**src/rtl/uart_mem_bridge_pkg.sv**
```systemverilog
// Shared types and constants for the UART memory bridge.
// Macro UART_BRIDGE_CHECKSUM_EN adds one XOR checksum byte to each direction.
package uart_mem_bridge_pkg;

  typedef enum logic [1:0] {
    ST_IDLE = 2'd0,
    ST_SEND = 2'd1,
    ST_RECV = 2'd2,
    ST_DONE = 2'd3
  } state_e;

  localparam int OP_WRITE_BIT = 0;
  localparam int OP_MASK_LSB  = 4;

  localparam int WDATA_LEN = 4;
  localparam int RESP_LEN  = 4;
  localparam int CSUM_LEN  = 1;
  localparam int IDX_W     = 4;

`ifdef UART_BRIDGE_CHECKSUM_EN
  localparam int CSUM_EXTRA = CSUM_LEN;
`else
  localparam int CSUM_EXTRA = 0;
`endif

  function automatic int base_len(input int addr_bytes);
    return 1 + addr_bytes;
  endfunction

  function automatic logic [7:0] opcode(input logic write, input logic [3:0] mask);
    logic [7:0] op;
    op                   = '0;
    op[OP_WRITE_BIT]     = write;
    op[OP_MASK_LSB +: 4] = mask;
    return op;
  endfunction

endpackage

```
**src/rtl/uart_mem_bridge_if.sv**
```systemverilog
// Request/response and UART byte-FIFO signals of the bridge.
// slave = bridge side, master = memory controller / transceiver side.
interface uart_mem_bridge_if;
  logic        req_valid;
  logic        req_ready;
  logic        req_write;
  logic [31:0] req_addr;
  logic [31:0] req_wdata;
  logic [3:0]  req_mask;
  logic        resp_valid;
  logic [31:0] resp_rdata;
  logic        resp_err;
  logic        send_flag;
  logic [7:0]  send_data;
  logic        sendable;
  logic        recv_flag;
  logic [7:0]  recv_data;
  logic        receivable;

  modport slave (
    input  req_valid, req_write, req_addr, req_wdata, req_mask,
    input  sendable, recv_data, receivable,
    output req_ready, resp_valid, resp_rdata, resp_err,
    output send_flag, send_data, recv_flag
  );

  modport master (
    output req_valid, req_write, req_addr, req_wdata, req_mask,
    output sendable, recv_data, receivable,
    input  req_ready, resp_valid, resp_rdata, resp_err,
    input  send_flag, send_data, recv_flag
  );
endinterface

```
**src/rtl/uart_mem_bridge_pkt_mux.sv**
```systemverilog
// Combinational packet byte selector: index -> opcode/address/wdata/checksum byte.
// Macro UART_BRIDGE_CHECKSUM_EN appends the XOR of all preceding bytes.
module uart_pkt_mux
  import uart_mem_bridge_pkg::*;
#(
  parameter int ADDR_BYTES = 4
) (
  input  logic [IDX_W-1:0] idx_i,
  input  logic             write_i,
  input  logic [31:0]      addr_i,
  input  logic [31:0]      wdata_i,
  input  logic [3:0]       mask_i,
  output logic [7:0]       byte_o
);

  localparam int BASE_LEN = base_len(ADDR_BYTES);

  logic [7:0] pb [16];
`ifdef UART_BRIDGE_CHECKSUM_EN
  logic [7:0] csum;
`endif

  always_comb begin
    for (int i = 0; i < 16; i++) pb[i] = '0;
    pb[0] = opcode(write_i, mask_i);
    for (int i = 0; i < ADDR_BYTES; i++) pb[1 + i] = addr_i[8*i +: 8];
    if (write_i) begin
      for (int i = 0; i < WDATA_LEN; i++) pb[BASE_LEN + i] = wdata_i[8*i +: 8];
    end
`ifdef UART_BRIDGE_CHECKSUM_EN
    // unused slots are zero, so folding the whole array gives the packet XOR
    csum = '0;
    for (int i = 0; i < 16; i++) csum = csum ^ pb[i];
    if (write_i) pb[BASE_LEN + WDATA_LEN] = csum;
    else         pb[BASE_LEN] = csum;
`endif
    byte_o = pb[idx_i];
  end

endmodule

```
**src/rtl/uart_mem_bridge.sv**
```systemverilog
// Frames a 32-bit memory request into UART bytes and assembles read responses.
// Macro UART_BRIDGE_CHECKSUM_EN enables XOR checksum bytes on send and receive.
module uart_mem_bridge
  import uart_mem_bridge_pkg::*;
#(
  parameter int ADDR_BYTES     = 4,
  parameter int TIMEOUT_CYCLES = 0
) (
  input logic              CLK,
  input logic              RST,
  uart_mem_bridge_if.slave bus
);

  localparam int              BASE_LEN = base_len(ADDR_BYTES);
  localparam logic [IDX_W-1:0] WR_LAST = IDX_W'(BASE_LEN + WDATA_LEN + CSUM_EXTRA - 1);
  localparam logic [IDX_W-1:0] RD_LAST = IDX_W'(BASE_LEN + CSUM_EXTRA - 1);
  localparam logic [IDX_W-1:0] RX_LAST = IDX_W'(RESP_LEN + CSUM_EXTRA - 1);
  localparam logic [31:0]      TO_LIMIT = 32'(TIMEOUT_CYCLES);

  state_e           state_q;
  logic [IDX_W-1:0] idx_q;
  logic             gap_q;
  logic             write_q;
  logic [31:0]      addr_q, wdata_q, rdata_q, to_q;
  logic [3:0]       mask_q;
  logic             req_ready_q, resp_valid_q, resp_err_q, send_flag_q, recv_flag_q;
  logic [31:0]      resp_rdata_q;
  logic [7:0]       send_data_q;
  logic [7:0]       pkt_byte;
  logic             timeout_hit;

  assign timeout_hit = (TIMEOUT_CYCLES != 0) && (to_q == TO_LIMIT);

`ifdef UART_BRIDGE_CHECKSUM_EN
  logic csum_ok;
  assign csum_ok = bus.recv_data == (rdata_q[31:24] ^ rdata_q[23:16] ^ rdata_q[15:8] ^ rdata_q[7:0]);
`else
  logic [31:0] rx_word;
  assign rx_word = {bus.recv_data, rdata_q[23:0]};
`endif

  uart_pkt_mux #(.ADDR_BYTES(ADDR_BYTES)) u_pkt_mux (
    .idx_i   (idx_q),
    .write_i (write_q),
    .addr_i  (addr_q),
    .wdata_i (wdata_q),
    .mask_i  (mask_q),
    .byte_o  (pkt_byte)
  );

  always_ff @(posedge CLK) begin
    if (RST) begin
      state_q      <= ST_IDLE;
      idx_q        <= '0;
      gap_q        <= 1'b0;
      write_q      <= 1'b0;
      addr_q       <= '0;
      wdata_q      <= '0;
      mask_q       <= '0;
      rdata_q      <= '0;
      to_q         <= '0;
      req_ready_q  <= 1'b1;
      resp_valid_q <= 1'b0;
      resp_rdata_q <= '0;
      resp_err_q   <= 1'b0;
      send_flag_q  <= 1'b0;
      send_data_q  <= '0;
      recv_flag_q  <= 1'b0;
    end else begin
      send_flag_q  <= 1'b0;
      recv_flag_q  <= 1'b0;
      resp_valid_q <= 1'b0;
      unique case (state_q)
        ST_IDLE: begin
          req_ready_q <= 1'b1;
          if (bus.req_valid && req_ready_q) begin
            write_q     <= bus.req_write;
            addr_q      <= bus.req_addr;
            wdata_q     <= bus.req_wdata;
            mask_q      <= bus.req_mask;
            idx_q       <= '0;
            gap_q       <= 1'b0;
            req_ready_q <= 1'b0;
            state_q     <= ST_SEND;
          end
        end
        ST_SEND: begin
          // the gap cycle gives the transceiver time to update sendable
          if (gap_q) begin
            gap_q <= 1'b0;
          end else if (bus.sendable) begin
            send_flag_q <= 1'b1;
            send_data_q <= pkt_byte;
            gap_q       <= 1'b1;
            idx_q       <= idx_q + 1'b1;
            if (idx_q == (write_q ? WR_LAST : RD_LAST)) begin
              if (write_q) begin
                state_q      <= ST_DONE;
                resp_valid_q <= 1'b1;
                resp_rdata_q <= '0;
                resp_err_q   <= 1'b0;
              end else begin
                state_q <= ST_RECV;
                idx_q   <= '0;
                to_q    <= '0;
              end
            end
          end
        end
        ST_RECV: begin
          if (timeout_hit) begin
            state_q      <= ST_DONE;
            resp_valid_q <= 1'b1;
            resp_rdata_q <= '0;
            resp_err_q   <= 1'b1;
          end else if (!gap_q && bus.receivable) begin
            recv_flag_q <= 1'b1;
            gap_q       <= 1'b1;
            to_q        <= '0;
            idx_q       <= idx_q + 1'b1;
            if (idx_q < IDX_W'(RESP_LEN)) rdata_q[{idx_q[1:0], 3'b000} +: 8] <= bus.recv_data;
            if (idx_q == RX_LAST) begin
              state_q      <= ST_DONE;
              resp_valid_q <= 1'b1;
`ifdef UART_BRIDGE_CHECKSUM_EN
              resp_rdata_q <= csum_ok ? rdata_q : '0;
              resp_err_q   <= !csum_ok;
`else
              resp_rdata_q <= rx_word;
              resp_err_q   <= 1'b0;
`endif
            end
          end else begin
            gap_q <= 1'b0;
            to_q  <= to_q + 1'b1;
          end
        end
        ST_DONE: begin
          state_q     <= ST_IDLE;
          req_ready_q <= 1'b1;
        end
        default: state_q <= ST_IDLE;
      endcase
    end
  end

  assign bus.req_ready  = req_ready_q;
  assign bus.resp_valid = resp_valid_q;
  assign bus.resp_rdata = resp_rdata_q;
  assign bus.resp_err   = resp_err_q;
  assign bus.send_flag  = send_flag_q;
  assign bus.send_data  = send_data_q;
  assign bus.recv_flag  = recv_flag_q;

endmodule

```
**src/flat_wrapper.sv**
```systemverilog
// flat-port wrapper written by rule: the top's interface ports become plain ports
module uart_mem_bridge_flat import uart_mem_bridge_pkg::*;
#(
  parameter int ADDR_BYTES     = 4,
  parameter int TIMEOUT_CYCLES = 0
)
  (CLK, RST, bus_req_valid, bus_req_write, bus_req_addr, bus_req_wdata, bus_req_mask, bus_sendable, bus_recv_data, bus_receivable, bus_req_ready, bus_resp_valid, bus_resp_rdata, bus_resp_err, bus_send_flag, bus_send_data, bus_recv_flag);
  uart_mem_bridge_if bus_i ();
  input logic CLK;
  input logic RST;
  input wire logic [$bits(bus_i.req_valid)-1:0] bus_req_valid;
  input wire logic [$bits(bus_i.req_write)-1:0] bus_req_write;
  input wire logic [$bits(bus_i.req_addr)-1:0] bus_req_addr;
  input wire logic [$bits(bus_i.req_wdata)-1:0] bus_req_wdata;
  input wire logic [$bits(bus_i.req_mask)-1:0] bus_req_mask;
  input wire logic [$bits(bus_i.sendable)-1:0] bus_sendable;
  input wire logic [$bits(bus_i.recv_data)-1:0] bus_recv_data;
  input wire logic [$bits(bus_i.receivable)-1:0] bus_receivable;
  output wire logic [$bits(bus_i.req_ready)-1:0] bus_req_ready;
  output wire logic [$bits(bus_i.resp_valid)-1:0] bus_resp_valid;
  output wire logic [$bits(bus_i.resp_rdata)-1:0] bus_resp_rdata;
  output wire logic [$bits(bus_i.resp_err)-1:0] bus_resp_err;
  output wire logic [$bits(bus_i.send_flag)-1:0] bus_send_flag;
  output wire logic [$bits(bus_i.send_data)-1:0] bus_send_data;
  output wire logic [$bits(bus_i.recv_flag)-1:0] bus_recv_flag;
  assign bus_i.req_valid = bus_req_valid;
  assign bus_i.req_write = bus_req_write;
  assign bus_i.req_addr = bus_req_addr;
  assign bus_i.req_wdata = bus_req_wdata;
  assign bus_i.req_mask = bus_req_mask;
  assign bus_i.sendable = bus_sendable;
  assign bus_i.recv_data = bus_recv_data;
  assign bus_i.receivable = bus_receivable;
  assign bus_req_ready = bus_i.req_ready;
  assign bus_resp_valid = bus_i.resp_valid;
  assign bus_resp_rdata = bus_i.resp_rdata;
  assign bus_resp_err = bus_i.resp_err;
  assign bus_send_flag = bus_i.send_flag;
  assign bus_send_data = bus_i.send_data;
  assign bus_recv_flag = bus_i.recv_flag;
  uart_mem_bridge #(.ADDR_BYTES(ADDR_BYTES), .TIMEOUT_CYCLES(TIMEOUT_CYCLES)) u_core (.CLK(CLK), .RST(RST), .bus(bus_i));
endmodule
```
**config.mk**
```make
export PLATFORM = sky130hd
export DESIGN_NAME = uart_mem_bridge_flat
export DESIGN_NICKNAME = d
export VERILOG_FILES = /design/src/rtl/uart_mem_bridge_pkg.sv /design/src/rtl/uart_mem_bridge_if.sv /design/src/rtl/uart_mem_bridge_pkt_mux.sv /design/src/rtl/uart_mem_bridge.sv /design/src/flat_wrapper.sv
export SDC_FILE = /design/constraint.sdc
export NUM_CORES = 1
export LEC_CHECK = 0
export ABC_AREA = 1
export ABC_CLOCK_PERIOD_IN_PS = 2200
export BUFFER_PORTS_ARGS = -buffer_cell sky130_fd_sc_hd__buf_2
export CAP_MARGIN = 20
export CORE_ASPECT_RATIO = 0.8
export CORE_MARGIN = 5
export CORE_UTILIZATION = 45
export CTS_CLUSTER_SIZE = 10
export DETAILED_ROUTE_END_ITERATION = 12
export PLACE_DENSITY = 0.63
export SYNTH_ARGS = -nofsm -noshare
export SYNTH_HDL_FRONTEND = slang
export SYNTH_HIERARCHICAL = 1
export SYNTH_SLANG_ARGS = --single-unit
```
**constraint.sdc**
```tcl
create_clock -name CLK -period 2.2 [get_ports CLK]
set_clock_uncertainty 0.15 [all_clocks]
set_input_delay 0.22 -clock CLK [delete_from_list [all_inputs] [get_ports CLK]]
set_output_delay 0.22 -clock CLK [all_outputs]
set_load 0.02 [all_outputs]
```
==> results by group, run 1 <==
Run status
  • Status: completed

GRT
  • Initial antenna violation count: 0
  • Vias in the first global route: 6378
  • GRT Residual Overflow: 0
  • First-pass GRT wire length: 32.02 mm
  • Overall fraction of global-route tracks in use: 22.27%
  • Pin count of the biggest net entering global routing: 100

Synth
  • Synth async-reset ratio: 0%
  • Synthesized net count: 1049
  • Synth top cells by count: 262 x nand2_1, 177 x nand3_1, 144 x dfxtp_1
  • Adder-cell share of the synthesized area: 1.508%
  • Count leader, synth: nand2_1
  • Synth Flop Type: dfxtp_1
  • Cells after Synth: 959
  • Post-synthesis mux area share: 0%
  • Library cells used by synthesis: 29
  • Simple-gate portion of the synthesized area: 33.75%
  • Xor and xnor area share after synthesis: 0.1319%
  • Ys Warns: 6
  • Mean Syn Cell Area: 6.923 µm²
  • EDFF count, synth: 0
  • Mapped Area: 6639 µm²
  • Main combinational cell family by area after synthesis: simple AND/OR/NAND/NOR gates
  • Synthesis-stage register bit count: 144
  • Post-synthesis compound-gate area fraction: 12.38%
  • Leading area contributor after synthesis: dfxtp_1
  • Yosys top cell area share: 43.42%
  • Synth area leaders: dfxtp_1 43%, nand2_1 15%, nand3_1 13%
  • Seq/Total Area, Yosys: 43.42%

Drt
  • Final ANT Viol Nets: 0
  • WL met1: 9.870 mm
  • Routed wire length: 19.31 mm
  • Metal2 WL: 7.916 mm
  • DRT Pass-1 Iters: 5
  • DRC: 0
  • Drt via density: 5.185
  • Met3 WL: 1.333 mm
  • WL/cell: 14.54 µm
  • Via count: 6886
  • Initial DRC Count: 468
  • Max Used Layer: met4

STA
  • RSZ-0062 raised after global routing: no
  • Fmax: 502.6 MHz
  • Max Slew Vio Count: 0
  • Minimum clock period after layout: 1.989 ns
  • Worst slew pin tran: 0.6658 ns
  • Setup TNS: 0 ns
  • Slew margin rel.: 55.61%
  • Final hold violation count: 0
  • Hold_ws: 0.1027 ns
  • Setup violators final: 0
  • Final cycle utilization of the critical path: 90.43%

Clock network
  • Post-CTS setup buffers: 0
  • Clk sink count: 144
  • H-tree levels: 4
  • Worst-skew pair later-pin latency: 0.42 ns
  • Clock slew at reported path FFs: 0.06 ns
  • TritonCTS clock tree: built
  • Num CTS Buffers: 17
  • Clock root buffer: clkbuf_16
  • Clock buffer depth: 2

Setup path
  • Startpoint Class: flip-flop
  • Crit. End Element: flip-flop
  • CP max-delay cell: dfxtp_1
  • CP max stage delay: 0.35 ns
  • CP cell instances: inv_1 -> ha_1 -> nand3_1 -> inv_2 -> nand2_1 -> a21oi_4 -> clkbuf_16 -> nand3_1 -> nand2_1 -> nor2_1
  • Critical Path AT: 2.15 ns
  • WP buf/inv: 3
  • Top delay family on crit path: simple AND/OR/NAND/NOR gates
  • CP Class: reg2reg
  • CP required: 2.36 ns
  • Crit path max fanout: 32

Floorplan
  • IO Pins: 127
  • Starting Density: 46.12%
  • Die area: 17300 µm²
  • Die Y: 118.6 µm
  • Core Area: 14400 µm²
  • FP Rows: 39
  • Chip Width: 145.8 µm

Placed design
  • # port buffers: 125
  • Global placer's final weighted congestion: 0.8104
  • Post-DP HPWL: 12.13 mm

Power and ir drop
  • Sequential power share: 35.5%
  • Int Power: 5.972 mW
  • Pwr Density: 1073 nW/µm²
  • LEAKAGE: 3.675 nW
  • P_sw: 3.433 mW
  • Logic gate share of total power: 34.0%
  • Sw Share: 36.50%
  • Worst VDD drop: 582.7 µV
  • Power share of the clock group: 30.5%

Run
  • Max Cap Viol: 0

Layout
  • Fillers: 1347
  • P&R area growth vs syn: 32.00%
  • Nets: 1221
  • # diodes: 0
  • Share of cells above drive strength 1: 16.78%

Hold path
  • Hold Path Class: in2reg
[worst register-to-register path: stages, from the launching register on]
cell and delay, ns:
dfxtp_1 0.35, inv_1 0.09, ha_1 0.28, nand3_1 0.16
inv_2 0.08, nand2_1 0.09, a21oi_4 0.23, clkbuf_16 0.26
nand3_1 0.10, nand2_1 0.07, nor2_1 0.03
[flip-flops by register name (all words and copies together), names as in the netlist]
register and count:
u_core/state_q 2, u_core/bus.send_data 8, u_core/rdata_q 24, u_core/bus.send_flag 1, u_core/addr_q 32, u_core/write_q 1
u_core/wdata_q 32, u_core/bus.resp_rdata 32, u_core/gap_q 1, u_core/bus.req_ready 1, u_core/mask_q 4, u_core/bus.resp_valid 1
u_core/idx_q 4, u_core/bus.recv_flag 1
[cells in the final DEF (no fill, tap or decap)]
master,n
clkbuf_16,18
nor2_1,54
a41oi_1,1
buf_2,125
clkbuf_8,4
clkbuf_1,2
clkinv_2,3
nor2_2,3
a21oi_1,140
clkinvlp_4,3
buf_12,6
nand4_1,12
dlygate4sd3_1,77
inv_1,46
buf_4,17
nor2_4,1
nand2_2,2
ha_1,7
conb_1,1
a2bb2oi_1,1
nand3b_1,1
o21ai_0,10
ha_2,1
a211oi_1,4
dfxtp_1,144
nand2_1,260
inv_6,1
xor2_1,1
inv_2,4
clkinv_1,2
a21oi_4,1
bufinv_16,2
and3_1,1
nor3_1,10
o211ai_1,1
clkinv_4,1
nand3_1,177
[final timing paths]
| kind | start | to | cells after the start | slack (ns) |
|---|---|---|---|---|
| worst max-delay path | u_core/state_q[1] | u_core/bus.resp_rdata[9] | 10 | 0.21 |
| worst min-delay path | bus_receivable | u_core/bus.recv_flag | 5 | 0.10 |
| worst max register to register | u_core/state_q[1] | u_core/bus.resp_rdata[9] | 10 | 0.21 |
| worst min register to register | u_core/wdata_q[3] | u_core/wdata_q[3] | 2 | 0.31 |
[routing by layer]
| metal | track usage [%] | vias to the layer above |
|---|---|---|
| met1 | 34.11 | 3124 |
| li1 | - | 3523 |
| met2 | 30.70 | 224 |
| met3 | 5.624 | 15 |
| met4 | 6.109 | 0 |
| met5 | 0 | - |
[power groups by stage]
stage                     Sequential (mW)  Clock [mW]  Combinational (mW)
final                                3.34        2.87                3.20
after global routing                 3.40        3.04                3.59
after CTS                            3.34        2.92                3.15
after detailed placement             3.39           0                3.03
after global placement               3.39           0                3.00
after floorplan                      3.56           0                2.05
[area by class of cell]
type,count,area [µm²],area share (%)
clock buffers,23,488.0,5.568
clock inverters,9,106.4,1.214
inverters,53,203.9,2.327
multi-input cells,689,3183,36.32
flip-flops and latches,144,2883,32.90
well taps,184,230.2,2.627
repair buffers,226,1669,19.05
[cell families after synthesis]
family / Yosys count
adders and majority gates: 8
xor gates and xnor gates: 1
AOI/OAI and AO/OA: 158
other: 1
buffers and inverters: 126
DFF: 144
and+or+nand+nor: 521
[metrics by stage]
step                total power [mW]  setup WS, ns  util [%]  area (µm²)  instances
floorplan                      5.611        0.1783         -        6639        959
global placement               6.391        0.3123     51.22        7373       1218
detailed placement             6.417        0.2414     51.22        7373       1218
CTS                            9.411        0.2242     60.70        8738       1327
global route                   10.03       0.01831     60.88        8763       1328
finish                         9.405        0.2105     60.88        8763       1328
[what timing repair did]
item                                    4_1_cts  5_1_grt
hold buffers                                 77        0
endpoints found under the setup margin        0        1
gates resized for setup                       0        0
hold endpoints to repair                     85        0
(Power assumes the default switching activity.)
==> run 2: changes to the inputs <==
- ABC_AREA: 1 -> unset
==> run 2 against run 1 <==
  * Design area increased by 0.47%
  * Wire length down 0.68%
  * Worst setup slack got worse by 0.17 ns
  * Flip-flop and latch count is the same
  * Synthesized cell count down 19%
  * Largest cell class unchanged
  * Largest power group is now combinational cells
==> results by group, run 2 <==
Run status
  • Status: completed (unchanged)

Synth
  • Leading area contributor after synthesis: dfxtp_1 (unchanged)
  • EDFF count, synth: 0 (unchanged)
  • Library cells used by synthesis: 55 (was 29)
  • Cells after Synth: 772 (was 959)
  • Mean Syn Cell Area: 8.296 µm² (was 6.923 µm²)
  • Synthesized net count: 862 (was 1049)
  • Synthesis-stage register bit count: 144 (unchanged)
  • Count leader, synth: nand2_1 (unchanged)
  • Yosys top cell area share: 45.01% (was 43.42%)
  • Ys Warns: 6 (unchanged)
  • Synth area leaders: dfxtp_1 45%, a21oi_1 10%, nand2_1 9.7% (was dfxtp_1 43%, nand2_1 15%, nand3_1 13%)
  • Mapped Area: 6405 µm² (was 6639 µm²)
  • Seq/Total Area, Yosys: 45.01% (was 43.42%)
  • Synth Flop Type: dfxtp_1 (unchanged)
  • Synth async-reset ratio: 0% (unchanged)
  • Synth top cells by count: 166 x nand2_1, 144 x dfxtp_1, 129 x a21oi_1 (was 262 x nand2_1, 177 x nand3_1, 144 x dfxtp_1)

Floorplan
  • Chip Width: 143.4 µm (was 145.8 µm)
  • Core Area: 14100 µm² (was 14400 µm²)
  • IO Pins: 127 (unchanged)
  • FP Rows: 39 (unchanged)
  • Starting Density: 45.42% (was 46.12%)
  • Die Y: 116.7 µm (was 118.6 µm)
  • Die area: 16730 µm² (was 17300 µm²)

Setup path
  • Startpoint Class: flip-flop (unchanged)
  • Top delay family on crit path: simple AND/OR/NAND/NOR gates (unchanged)
  • Crit. End Element: flip-flop (unchanged)
  • Crit path max fanout: 5 (was 32)
  • Critical R2R Launch: u_core/state_q[0] (was u_core/state_q[1])
  • CP max-delay cell: or4_4 (was dfxtp_1)
  • CP required: 2.39 ns (was 2.36 ns)
  • Reg2reg end: u_core/idx_q[3] (was u_core/bus.resp_rdata[9])
  • CP max stage delay: 0.50 ns (was 0.35 ns)
  • WP buf/inv: 1 (was 3)
  • CP cell instances: inv_1 -> ha_4 -> or2_1 -> a221o_1 -> or4_4 -> a211oi_2 (was inv_1 -> ha_1 -> nand3_1 -> inv_2 -> nand2_1 -> a21oi_4 -> clkbuf_16 -> nand3_1 -> nand2_1 -> nor2_1)
  • CP Class: reg2reg (unchanged)
  • Critical Path AT: 2.35 ns (was 2.15 ns)
  • R2R depth: 6 (was 10)
  • R2r setup slk: 0.04 ns (was 0.21 ns)

Power and ir drop
  • Worst VDD drop: 702.5 µV (was 582.7 µV)
  • LEAKAGE: 3.476 nW (was 3.675 nW)
  • Power share of the clock group: 31.2% (was 30.5%)
  • Sequential power share: 32.8% (was 35.5%)
  • Pwr Density: 1103 nW/µm² (was 1073 nW/µm²)
  • P_sw: 3.507 mW (was 3.433 mW)
  • Sw Share: 36.11% (was 36.50%)
  • Logic gate share of total power: 36.1% (was 34.0%)
  • Int Power: 6.203 mW (was 5.972 mW)

Placed design
  • Global placer's final weighted congestion: 0.8293 (was 0.8104)
  • Dpl cells: 1045 (was 1218)
  • Area of placed instances: 7301 µm² (was 7373 µm²)
  • Post-DP HPWL: 12.59 mm (was 12.13 mm)
  • # port buffers: 125 (unchanged)

Clock network
  • TritonCTS clock tree: built (unchanged)
  • Clock buffer depth: 2 (unchanged)
  • Num CTS Buffers: 17 (unchanged)
  • Clock root buffer: clkbuf_16 (unchanged)
  • Clk sink count: 144 (unchanged)
  • Post-CTS setup buffers: 0 (unchanged)
  • Clock slew at reported path FFs: 0.06 ns (about the same)
  • Worst-skew pair later-pin latency: 0.42 ns (about the same)
  • H-tree levels: 4 (unchanged)

Layout
  • # diodes: 0 (unchanged)
  • Fillers: 1186 (was 1347)
  • Multi-input gate area: 3268 µm² (was 3183 µm²)
  • Share of cells above drive strength 1: 23.48% (was 16.78%)
  • Leading cell types in the layout, fill and taps excluded: 166 x nand2_1, 141 x dfxtp_1, 129 x a21oi_1, 124 x buf_2, 78 x dlygate4sd3_1 (was 260 x nand2_1, 177 x nand3_1, 144 x dfxtp_1, 140 x a21oi_1, 125 x buf_2)
  • P&R area growth vs syn: 37.47% (was 32.00%)
  • Register area: 2889 µm² (was 2883 µm²)
  • Commonest non-fill, non-tap cell in the layout: nand2_1 (unchanged)
  • Fin cells: 1155 (was 1328)
  • Nets: 1048 (was 1221)
  • Cell area after layout: 8805 µm² (was 8763 µm²)

Drt
  • Met3 WL: 1.107 mm (was 1.333 mm)
  • Max Used Layer: met4 (unchanged)
  • WL met1: 8.868 mm (was 9.870 mm)
  • Via count: 6353 (was 6886)
  • Metal2 WL: 8.914 mm (was 7.916 mm)
  • Routed wire length: 19.18 mm (was 19.31 mm)
  • WL/cell: 16.60 µm (was 14.54 µm)
  • DRC: 0 (unchanged)
  • Final ANT Viol Nets: 0 (unchanged)
  • Drt via density: 5.500 (was 5.185)
  • DRT Pass-1 Iters: 5 (unchanged)
  • Initial DRC Count: 519 (was 468)

GRT
  • First-pass GRT wire length: 30.70 mm (was 32.02 mm)
  • Initial antenna violation count: 0 (unchanged)
  • Vias in the first global route: 6165 (was 6378)
  • GRT Residual Overflow: 0 (unchanged)
  • Overall fraction of global-route tracks in use: 22.80% (was 22.27%)
  • Pin count of the biggest net entering global routing: 70 (was 100)

Run
  • Max Cap Viol: 0 (unchanged)

STA
  • Setup violators final: 0 (unchanged)
  • RSZ-0062 raised after global routing: yes (was no)
  • Minimum clock period after layout: 2.158 ns (was 1.989 ns)
  • Max Slew Vio Count: 0 (unchanged)
  • Fmax: 463.3 MHz (was 502.6 MHz)
  • Final cycle utilization of the critical path: 98.11% (was 90.43%)
  • Final hold violation count: 0 (unchanged)

Hold path
  • Worst hold start: RST (was bus_receivable)
  • Hold path depth: 2 (was 5)
  • Hold endpoint: u_core/bus.recv_flag (unchanged)
  • Hold Path Class: in2reg (unchanged)
[run 2: cells by family (layout without fill, tap and decap cells)]
group / Yosys count / count (layout) / share of synthesized area [%]
AOI/OAI and AO/OA: 219 / 219 / 21.78
adders and majority gates: 8 / 8 / 1.563
buffers and inverters: 77 / 276 / 5.567
DFF: 144 / 144 / 45.01
muxes: 21 / 21 / 3.458
other: 1 / 1 / 0.05855
and+or+nand+nor: 302 / 302 / 22.56
[run 2: worst max-delay path by stage]
stage	from	to	depth (start not counted)
final	u_core/state_q[0]	u_core/idx_q[3]	6
after global routing	u_core/state_q[0]	u_core/idx_q[2]	7
after CTS	u_core/state_q[1]	u_core/idx_q[3]	6
after detailed placement	u_core/state_q[0]	u_core/idx_q[3]	6
after global placement	u_core/state_q[0]	u_core/idx_q[3]	6
after floorplan	u_core/state_q[0]	u_core/idx_q[3]	6
[run 2: area by class of cell]
type | instances | area share, %
Multi-Input combinational cell | 551 | 37.12
Clock inverter | 14 | 2.132
Clock buffer | 18 | 4.988
Tap cell | 184 | 2.615
Sequential cell | 144 | 32.81
Inverter | 9 | 0.3837
Timing Repair Buffer | 235 | 19.95
[run 2: through the flow]
step	utilization, %	worst slack (ns)	setup TNS [ns]	hold WS, ns	total power, mW
global placement	51.77	0.03420	0	0.2892	6.384
detailed placement	51.77	-0.03767	-0.07705	0.2949	6.465
floorplan	-	0.06277	0	0.2060	5.420
finish	62.43	0.04151	0	0.04992	9.710
CTS	61.80	0.008900	0	0.03651	9.622
global route	62.43	-0.02847	-0.03180	0.06422	10.23
[run 2: worst register-to-register path, delay by kind of cell, from the launching register on]
kind / cells / cell delay, ns
flops: 1 / 0.34
simple gates: 2 / 0.74
compound gates: 2 / 0.58
fa+ha+maj: 1 / 0.19
buf+inv: 1 / 0.09
[run 2: metal layers]
layer  up-vias  track usage (%)
li1       3123                -
met1      3008            31.05
met2       198            36.34
met3        24            5.158
met4         0            6.964
met5         -                0
[run 2: timing repair]
action | CTS | global route
resized for setup | 3 | 20
setup endpoints to repair | 20 | 57
pin swaps | 1 | 1
endpoints found under the hold margin | 101 | 0
hold buffers | 78 | 0
[run 2: power groups by stage]
stage                     Combinational (mW)  Sequential [mW]  Clock, mW
after floorplan                         2.19             3.23          0
after global routing                    3.81             3.22       3.20
after detailed placement                3.24             3.22          0
after CTS                               3.38             3.17       3.08
after global placement                  3.17             3.21          0
final                                   3.50             3.18       3.03
==> run 3: changes to the inputs <==
- CELL_PAD_IN_SITES_DETAIL_PLACEMENT: unset -> 0
- CELL_PAD_IN_SITES_GLOBAL_PLACEMENT: unset -> 2
- CORE_UTILIZATION: 45 -> 32
- GPL_ROUTABILITY_DRIVEN: unset -> 1
- PLACE_DENSITY: 0.63 -> 0.75
==> run 3 against run 2 <==
  * Final cell count is 7.5% higher
  * Flip-flop and latch count stayed put
  * Sequential power about the same
  * Count of clock-buffer cells in the layout is 1 lower
  * Global-route usage is 5.1 points lower
  * Combinational power rose by 1%
  * Power shrank 1.8%
  * Largest power group unchanged
  * Highest routed layer unchanged
==> results by group, run 3 (synthesized netlist as in run 2, its figures left out) <==
Drt
  • Final ANT Viol Nets: 0 (unchanged)
  • WL/cell: 16.39 µm (was 16.60 µm)
  • DRT Pass-1 Iters: 5 (unchanged)
  • DRC: 0 (unchanged)
  • Drt via density: 5.010 (was 5.500)
  • Routed wire length: 20.35 mm (was 19.18 mm)
  • Via count: 6223 (was 6353)
  • Initial DRC Count: 390 (was 519)

Floorplan
  • Die Y: 136.5 µm (was 116.7 µm)
  • IO Pins: 127 (unchanged)
  • FP Rows: 46 (was 39)
  • Starting Density: 32.44% (was 45.42%)
  • Die area: 22960 µm² (was 16730 µm²)
  • Chip Width: 168.2 µm (was 143.4 µm)
  • Core Area: 19740 µm² (was 14100 µm²)

Hold path
  • Hold Path Class: in2reg (unchanged)
  • Hold path depth: 3 (was 2)

Clock network
  • Clock buffer depth: 2 (unchanged)
  • Clock slew at reported path FFs: 0.06 ns (about the same)
  • H-tree levels: 4 (unchanged)
  • Clk sink count: 144 (unchanged)
  • Worst-skew pair later-pin latency: 0.42 ns (about the same)
  • Num CTS Buffers: 17 (unchanged)
  • Clock root buffer: clkbuf_16 (unchanged)
  • TritonCTS clock tree: built (unchanged)

Layout
  • Fillers: 1968 (was 1186)
  • Nets: 1055 (was 1048)
  • P&R area growth vs syn: 37.72% (was 37.47%)
  • Commonest non-fill, non-tap cell in the layout: nand2_1 (unchanged)
  • Share of cells above drive strength 1: 23.72% (was 23.48%)
  • # diodes: 0 (unchanged)
  • Leading cell types in the layout, fill and taps excluded: 166 x nand2_1, 141 x dfxtp_1, 129 x a21oi_1, 124 x buf_2, 77 x dlygate4sd3_1 (was 166 x nand2_1, 141 x dfxtp_1, 129 x a21oi_1, 124 x buf_2, 78 x dlygate4sd3_1)

Power and ir drop
  • Pwr Density: 1081 nW/µm² (was 1103 nW/µm²)
  • Total Power: 9.535 mW (was 9.710 mW)
  • Worst VDD drop: 500.1 µV (was 702.5 µV)
  • LEAKAGE: 3.491 nW (was 3.476 nW)

Setup path
  • Startpoint Class: flip-flop (unchanged)
  • CP Class: reg2reg (unchanged)
  • Critical Path AT: 2.34 ns (was 2.35 ns)
  • R2R depth: 7 (was 6)
  • Crit path max fanout: 5 (unchanged)
  • CP required: 2.39 ns (about the same)
  • Crit. End Element: flip-flop (unchanged)
  • R2r setup slk: 0.05 ns (was 0.04 ns)

Run status
  • Status: completed (unchanged)

Placed design
  • # port buffers: 125 (unchanged)
  • Post-DP HPWL: 13.91 mm (was 12.59 mm)
  • Global placer's final weighted congestion: 0.8120 (was 0.8293)

GRT
  • Overall fraction of global-route tracks in use: 17.71% (was 22.80%)
  • Initial antenna violation count: 0 (unchanged)
  • Vias in the first global route: 6198 (was 6165)
  • Pin count of the biggest net entering global routing: 70 (unchanged)
  • First-pass GRT wire length: 32.55 mm (was 30.70 mm)
  • GRT Residual Overflow: 0 (unchanged)

STA
  • Slew margin rel.: 63.22%
  • Max Slew Vio Count: 0 (unchanged)
  • Setup violators final: 0 (unchanged)
  • Worst slew pin tran: 0.5497 ns
  • Fmax: 464.3 MHz (was 463.3 MHz)
  • Hold_ws: 0.01446 ns (was 0.04992 ns)
  • Final cycle utilization of the critical path: 97.89% (was 98.11%)
  • Minimum clock period after layout: 2.154 ns (was 2.158 ns)
  • Final hold violation count: 0 (unchanged)

Run
  • Max Cap Viol: 0 (unchanged)
## run 3: changes by cell type in the layout (fill, tap and decap cells not counted), moves of 2 or more
cell        delta
o31ai_2        -7
and3_1         -2
inv_6          +6
o31ai_1        +7
inv_8          +2
clkinvlp_4     -3
buf_4         +10
and3_2         +2
bufinv_16      -3
## run 3: final cells by class
cell class / instances / area (µm²) / area share, %
well taps: 264 / 330.3 / 3.745
multi-input cells: 551 / 3207 / 36.35
clock buffers: 17 / 425.4 / 4.823
flip-flops and latches: 144 / 2889 / 32.75
repair buffers: 242 / 1790 / 20.30
clock inverters: 15 / 145.1 / 1.645
inverters: 9 / 33.78 / 0.3830
## run 3: worst paths after layout
kind | startpoint | to
min reg2reg | u_core/addr_q[31] | u_core/addr_q[31]
max | u_core/state_q[0] | u_core/idx_q[3]
max reg2reg | u_core/state_q[0] | u_core/idx_q[3]
min | bus_receivable | u_core/bus.recv_flag
## run 3: power by group
group | internal (mW) | leakage [nW] | switching (mW)
Sequential | 2.96 | 1.17 | 0.202
Combinational | 1.34 | 2.04 | 2.21
Clock | 1.59 | 0.283 | 1.23
## run 3: critical path, cell delays in order (launching register included)
cell,delay [ns]
dfxtp_2,0.35
inv_2,0.05
buf_4,0.14
ha_1,0.20
a21boi_1,0.15
or2_4,0.29
or4_4,0.52
a211oi_2,0.23
## run 3: per-layer routing
layer / vias to the layer above / part of all wire [%] / global-route usage (%)
li1: 3126 / - / -
met1: 2934 / 49 / 24.87
met2: 136 / 45 / 27.21
met3: 27 / 4.2 / 3.869
met4: 0 / 1.7 / 5.723
met5: - / 0 / 0
## run 3: timing repair
action,in CTS,in global routing
hold buffers,77,0
endpoints found under the setup margin,31,61
gates resized for setup,3,11
hold endpoints to repair,99,0
setup buffers,1,3
pin swaps,2,4
## run 3: through the flow
| step | area [µm²] | instances | TNS [ns] | util [%] | setup slack (ns) |
|---|---|---|---|---|---|
| 2_1_floorplan | 6405 | 772 | 0 | - | 0.06277 |
| 3_3_place_gp | 7418 | 1129 | 0 | 37.58 | 0.06692 |
| 3_5_place_dp | 7418 | 1129 | -0.1156 | 37.58 | -0.07048 |
| 4_1_cts | 8775 | 1239 | 0 | 44.45 | 0.002881 |
| 5_1_grt | 8821 | 1242 | -0.01128 | 44.68 | -0.01041 |
| 6_report | 8821 | 1242 | 0 | 44.68 | 0.04633 |
